<file path="config.mk">
export PLATFORM = sky130hd
export DESIGN_NAME = rs_cmd_debouncer
export DESIGN_NICKNAME = d
export VERILOG_FILES = /design/src/rtl/rs_cmd_debouncer.sv
export SDC_FILE = /design/constraint.sdc
export NUM_CORES = 1
export LEC_CHECK = 0
export ABC_AREA = 1
export BUFFER_PORTS_ARGS = -buffer_cell sky130_fd_sc_hd__buf_2
export CORE_ASPECT_RATIO = 1.2
export CORE_MARGIN = 2
export CORE_UTILIZATION = 50
export DETAILED_ROUTE_END_ITERATION = 8
export GPL_TIMING_DRIVEN = 0
export PLACE_DENSITY_LB_ADDON = 0.1
export SLEW_MARGIN = 20
export SYNTH_ARGS = -nofsm -noshare
export SYNTH_HDL_FRONTEND = slang
export SYNTH_SLANG_ARGS = --single-unit
</file>
<file path="constraint.sdc">
create_clock -name clk -period 1.4 [get_ports clk]
set_input_delay 0.28 -clock clk [delete_from_list [all_inputs] [get_ports clk]]
set_output_delay 0.28 -clock clk [all_outputs]
set_load 0.1 [all_outputs]
</file>
<file path="src/rtl/rs_cmd_debouncer.sv">
// Debounces two raw buttons and turns accepted rising edges into spaced, non-overlapping
// set/reset pulses for a downstream RS trigger; reset requests win over set requests.
module rs_cmd_debouncer #(
  parameter int unsigned DEBOUNCE_CYCLES = 4,
  parameter int unsigned PULSE_WIDTH     = 1,
  parameter int unsigned HOLDOFF_CYCLES  = 2
) (
  input  logic clk,
  input  logic rst_n,
  input  logic btn_set,
  input  logic btn_reset,
  output logic s,
  output logic r,
  output logic busy,
  output logic overrun
);

  localparam int unsigned DbW    = $clog2(DEBOUNCE_CYCLES + 1);
  localparam int unsigned TmrMax = (PULSE_WIDTH > HOLDOFF_CYCLES) ? PULSE_WIDTH : HOLDOFF_CYCLES;
  localparam int unsigned TmrW   = $clog2(TmrMax + 1);

  localparam logic [DbW-1:0]  DbLast = DbW'(DEBOUNCE_CYCLES - 1);
  localparam logic [TmrW-1:0] PwLoad = TmrW'(PULSE_WIDTH - 1);
  localparam logic [TmrW-1:0] HoLoad = TmrW'((HOLDOFF_CYCLES > 0) ? HOLDOFF_CYCLES - 1 : 0);

  // Channel index: bit 0 = set, bit 1 = reset.
  localparam int unsigned ChS = 0;
  localparam int unsigned ChR = 1;

  if (DEBOUNCE_CYCLES < 1 || DEBOUNCE_CYCLES > 255) begin : g_bad_db
    $error("DEBOUNCE_CYCLES out of range 1..255");
  end
  if (PULSE_WIDTH < 1 || PULSE_WIDTH > 15) begin : g_bad_pw
    $error("PULSE_WIDTH out of range 1..15");
  end
  if (HOLDOFF_CYCLES > 15) begin : g_bad_ho
    $error("HOLDOFF_CYCLES out of range 0..15");
  end

  typedef enum logic [1:0] {
    StIdle,
    StPulseS,
    StPulseR,
    StHoldoff
  } state_e;

  logic [1:0]           sync1_q, sync1_d;
  logic [1:0]           sync2_q, sync2_d;
  logic [1:0]           db_q, db_d;
  logic [1:0]           db_prev_q, db_prev_d;
  logic [1:0][DbW-1:0]  cnt_q, cnt_d;
  logic [1:0]           pend_q, pend_d;
  logic [TmrW-1:0]      tmr_q, tmr_d;
  state_e               state_q, state_d;
  logic                 s_q, s_d;
  logic                 r_q, r_d;
  logic                 busy_q, busy_d;
  logic                 ovr_q, ovr_d;

  logic [1:0]           rise;
  logic [1:0]           clr;
  logic                 dispatch;

  // Synchronizer and per-channel debounce counters.
  always_comb begin
    sync1_d   = {btn_reset, btn_set};
    sync2_d   = sync1_q;
    db_d      = db_q;
    cnt_d     = cnt_q;
    db_prev_d = db_q;
    for (int c = 0; c < 2; c++) begin
      if (sync2_q[c] != db_q[c]) begin
        if (cnt_q[c] == DbLast) begin
          db_d[c]  = ~db_q[c];
          cnt_d[c] = '0;
        end else begin
          cnt_d[c] = cnt_q[c] + DbW'(1);
        end
      end else begin
        cnt_d[c] = '0;
      end
    end
  end

  // Command FSM: leaving IDLE or finishing HOLDOFF both go through the same dispatch.
  always_comb begin
    state_d  = state_q;
    tmr_d    = tmr_q;
    clr      = 2'b00;
    dispatch = 1'b0;
    unique case (state_q)
      StIdle: dispatch = 1'b1;
      StPulseS, StPulseR: begin
        if (tmr_q == '0) begin
          if (HOLDOFF_CYCLES == 0) begin
            state_d = StIdle;
          end else begin
            state_d = StHoldoff;
            tmr_d   = HoLoad;
          end
        end else begin
          tmr_d = tmr_q - TmrW'(1);
        end
      end
      StHoldoff: begin
        if (tmr_q == '0) begin
          dispatch = 1'b1;
        end else begin
          tmr_d = tmr_q - TmrW'(1);
        end
      end
      default: state_d = StIdle;
    endcase

    if (dispatch) begin
      if (pend_q[ChR]) begin
        state_d  = StPulseR;
        tmr_d    = PwLoad;
        clr[ChR] = 1'b1;
      end else if (pend_q[ChS]) begin
        state_d  = StPulseS;
        tmr_d    = PwLoad;
        clr[ChS] = 1'b1;
      end else begin
        state_d  = StIdle;
      end
    end
  end

  // A rise landing on an unserviced pending flag merges into it and is flagged as lost.
  always_comb begin
    rise   = db_q & ~db_prev_q;
    pend_d = (pend_q & ~clr) | rise;
    ovr_d  = |(rise & pend_q & ~clr);
    s_d    = (state_d == StPulseS);
    r_d    = (state_d == StPulseR);
    busy_d = (state_d != StIdle);
  end

  always_ff @(posedge clk) begin
    if (!rst_n) begin
      sync1_q   <= '0;
      sync2_q   <= '0;
      db_q      <= '0;
      db_prev_q <= '0;
      cnt_q     <= '0;
      pend_q    <= '0;
      tmr_q     <= '0;
      state_q   <= StIdle;
      s_q       <= 1'b0;
      r_q       <= 1'b0;
      busy_q    <= 1'b0;
      ovr_q     <= 1'b0;
    end else begin
      sync1_q   <= sync1_d;
      sync2_q   <= sync2_d;
      db_q      <= db_d;
      db_prev_q <= db_prev_d;
      cnt_q     <= cnt_d;
      pend_q    <= pend_d;
      tmr_q     <= tmr_d;
      state_q   <= state_d;
      s_q       <= s_d;
      r_q       <= r_d;
      busy_q    <= busy_d;
      ovr_q     <= ovr_d;
    end
  end

  assign s       = s_q;
  assign r       = r_q;
  assign busy    = busy_q;
  assign overrun = ovr_q;

endmodule

</file>
==> metrics.cfg <==
[synthesis]
syn_area_per_cell_sq_um=8.18
synth_seq_cells=24
yosys.cell_types.count=17
yosysTopAreaCellShare=0.502
yosysTopAreaCell=dfxtp_1
ys_seq_area_frac=0.502
synthesis.nets=127
synth_area_leaders=dfxtp_1 50%, inv_1 9.8%, ha_1 7.8%
syn_area_sq_um=957
synth_cells=117
synth_warnings=0

[power]
p_total_mw=2.05
leakage_nw=0.536
p_per_area_mw_per_mm2=1890
vdd_drop_max_mv=0.952

[worst_setup_path]
critPathTopFamily=buffers and inverters
cp_data_required_time_ns=1.12
path_cells=buf_2
reg2reg_slack_ns=0.09
reg2reg_depth=7
cp-start-kind=register
timing.rr.start=state_q[0]
crit_path_max_fanout=1
worst_ep_arrival_time_ns=1.05
worstSetupPathType=register to output pin
critPathBufInv=1
worstSetupEndpointType=output pin
r2r_end=tmr_q[0]
cp_slowest_cell=buf_2
cpPeakStageDelay_ns=0.41
worstSetupStartpoint=r

[hold_path]
hold_path_class=input port to register
min_from=btn_reset
whs_endpoint=sync1_q[1]
worstHoldPathCells=3

[placed_design]
placed_cell_area_sq_mm=0.00102
io_buffers=7
pre_cts_ws_ns=-0.0174
gp_congestion=0.673
dp.final_hpwl_um=1080

[drt]
antenna_left=0
drt_iter0_markers=6
dr.pass1.iters=4
drt-total-wl_um=1350
vias_per_cell=4.73
remaining_drc_errors=0
drt-wirelength-per-cell_um=9.15
vias=696

[grt]
grt_pass1_wl_um=2330
grt-ovfl-total=0
grt_pass1_vias=632
grt_usage=0.138
antenna_found_initial=0
grt_max_degree=15

[cts]
clkSinkCount=24
cts_buffers=3
postCtsSetupBuffers=0
tritoncts=yes
root_buffer=clkbuf_4
insertion_delay_ns=0.30
clock_path_buffers=2
htreeDepth=1
clk_pin_slew_ns=0.13

[timing]
whs_ns=0.154
worst_slew_pin_slew_ns=0.483
finalHoldViolations=0
fmax_mhz=753
skew_ns=0.00425
finalSetupViolCount=0
layout_min_cycle_time_ns=1.33
relSlewSlack=0.680
worst_slack_ns=0.0712
rsz0062_at_grt=no
period_share=0.949
slew_violations=0

[floorplan]
core_area_sq_mm=0.00183
rows=17
die_area_sq_mm=0.00228
initial_core_util=0.523
dieWidth_um=43.9
die_height_um=51.9
ioPinCount=8

[final_layout]
postLayoutCoreUtil=0.592
diodes=0
fin_nets=139
final_common_cell=inv_1
synthToLayoutAreaGrowth_pct=13.2
final_cell_area_sq_mm=0.00108
layout-drive-gt1-share=0.188
final_cell_mix=25 x inv_1, 22 x dfxtp_1, 18 x nand2_1

[status]
run_status=finished, final reports clean

[flow_run]
drv_cap=0

==> area by class of cell <==
class | count | area (sq um)
clock inverters | 1 | 30.0
repair buffers | 7 | 35.0
plain buffers | 1 | 5.00
flip-flops and latches | 24 | 483
inverters | 25 | 93.8
fillers | 181 | 746
multi-input cells | 67 | 390
clock buffers | 3 | 22.5
well taps | 19 | 23.8
==> cells in the mapped netlist, drive strengths merged <==
cell type / n
or2: 1
o211ai: 3
a21oi: 8
o21ai: 3
dfxtp: 24
nor2: 17
buf: 1
ha: 6
nand2: 22
nand3: 6
inv: 25
nand3b: 1
==> stage by stage <==
stage	setup TNS, ns	instances
2_1_floorplan	0	117
3_3_place_gp	0	143
3_5_place_dp	-0.0174	143
4_1_cts	0	147
5_1_grt	0	147
6_report	0	147
==> layer usage <==
| layer | vias up | global-route usage | share of wire |
|---|---|---|---|
| met2 | 6 | 0.262 | 0.53 |
| li1 | 377 | - | - |
| met5 | - | 0 | 0 |
| met1 | 311 | 0.138 | 0.43 |
| met4 | 0 | 0.0758 | 0.013 |
| met3 | 2 | 0.0208 | 0.023 |
==> report_power, final <==
part           internal (mW)  switching, mW
Clock                  0.289          0.192
Combinational          0.241          0.548
Sequential             0.749         0.0269
Total                   1.28          0.767
==> worst max path at each step <==
stage,end,cells past startpoint
after floorplan,tmr_q[0],7
after global placement,tmr_q[0],7
after detailed placement,tmr_q[0],7
after CTS,r,1
after global routing,tmr_q[0],7
final,r,1
==> what timing repair did <==
action	4_1_cts	5_1_grt
gates resized for setup	3	0
setup endpoints to repair	1	0
hold buffers	0	0
endpoints found under the hold margin	0	0
==> sequential cells by signal (all words and copies together) (netlist names) <==
register	flops
overrun	1
db_prev_q	2
cnt_q	6
tmr_q	2
sync1_q	2
s	1
db_prev_d	2
state_q	2
r	1
sync2_q	2
busy	1
pend_q	2
==> cell families after synthesis <==
family                     synth area share
AOI/OAI and AO/OA                    0.0810
adders and majority gates            0.0784
and+or+nand+nor                       0.235
buffers and inverters                 0.103
DFF                                   0.502
No activity file was read; power rests on OpenSTA's default activity.
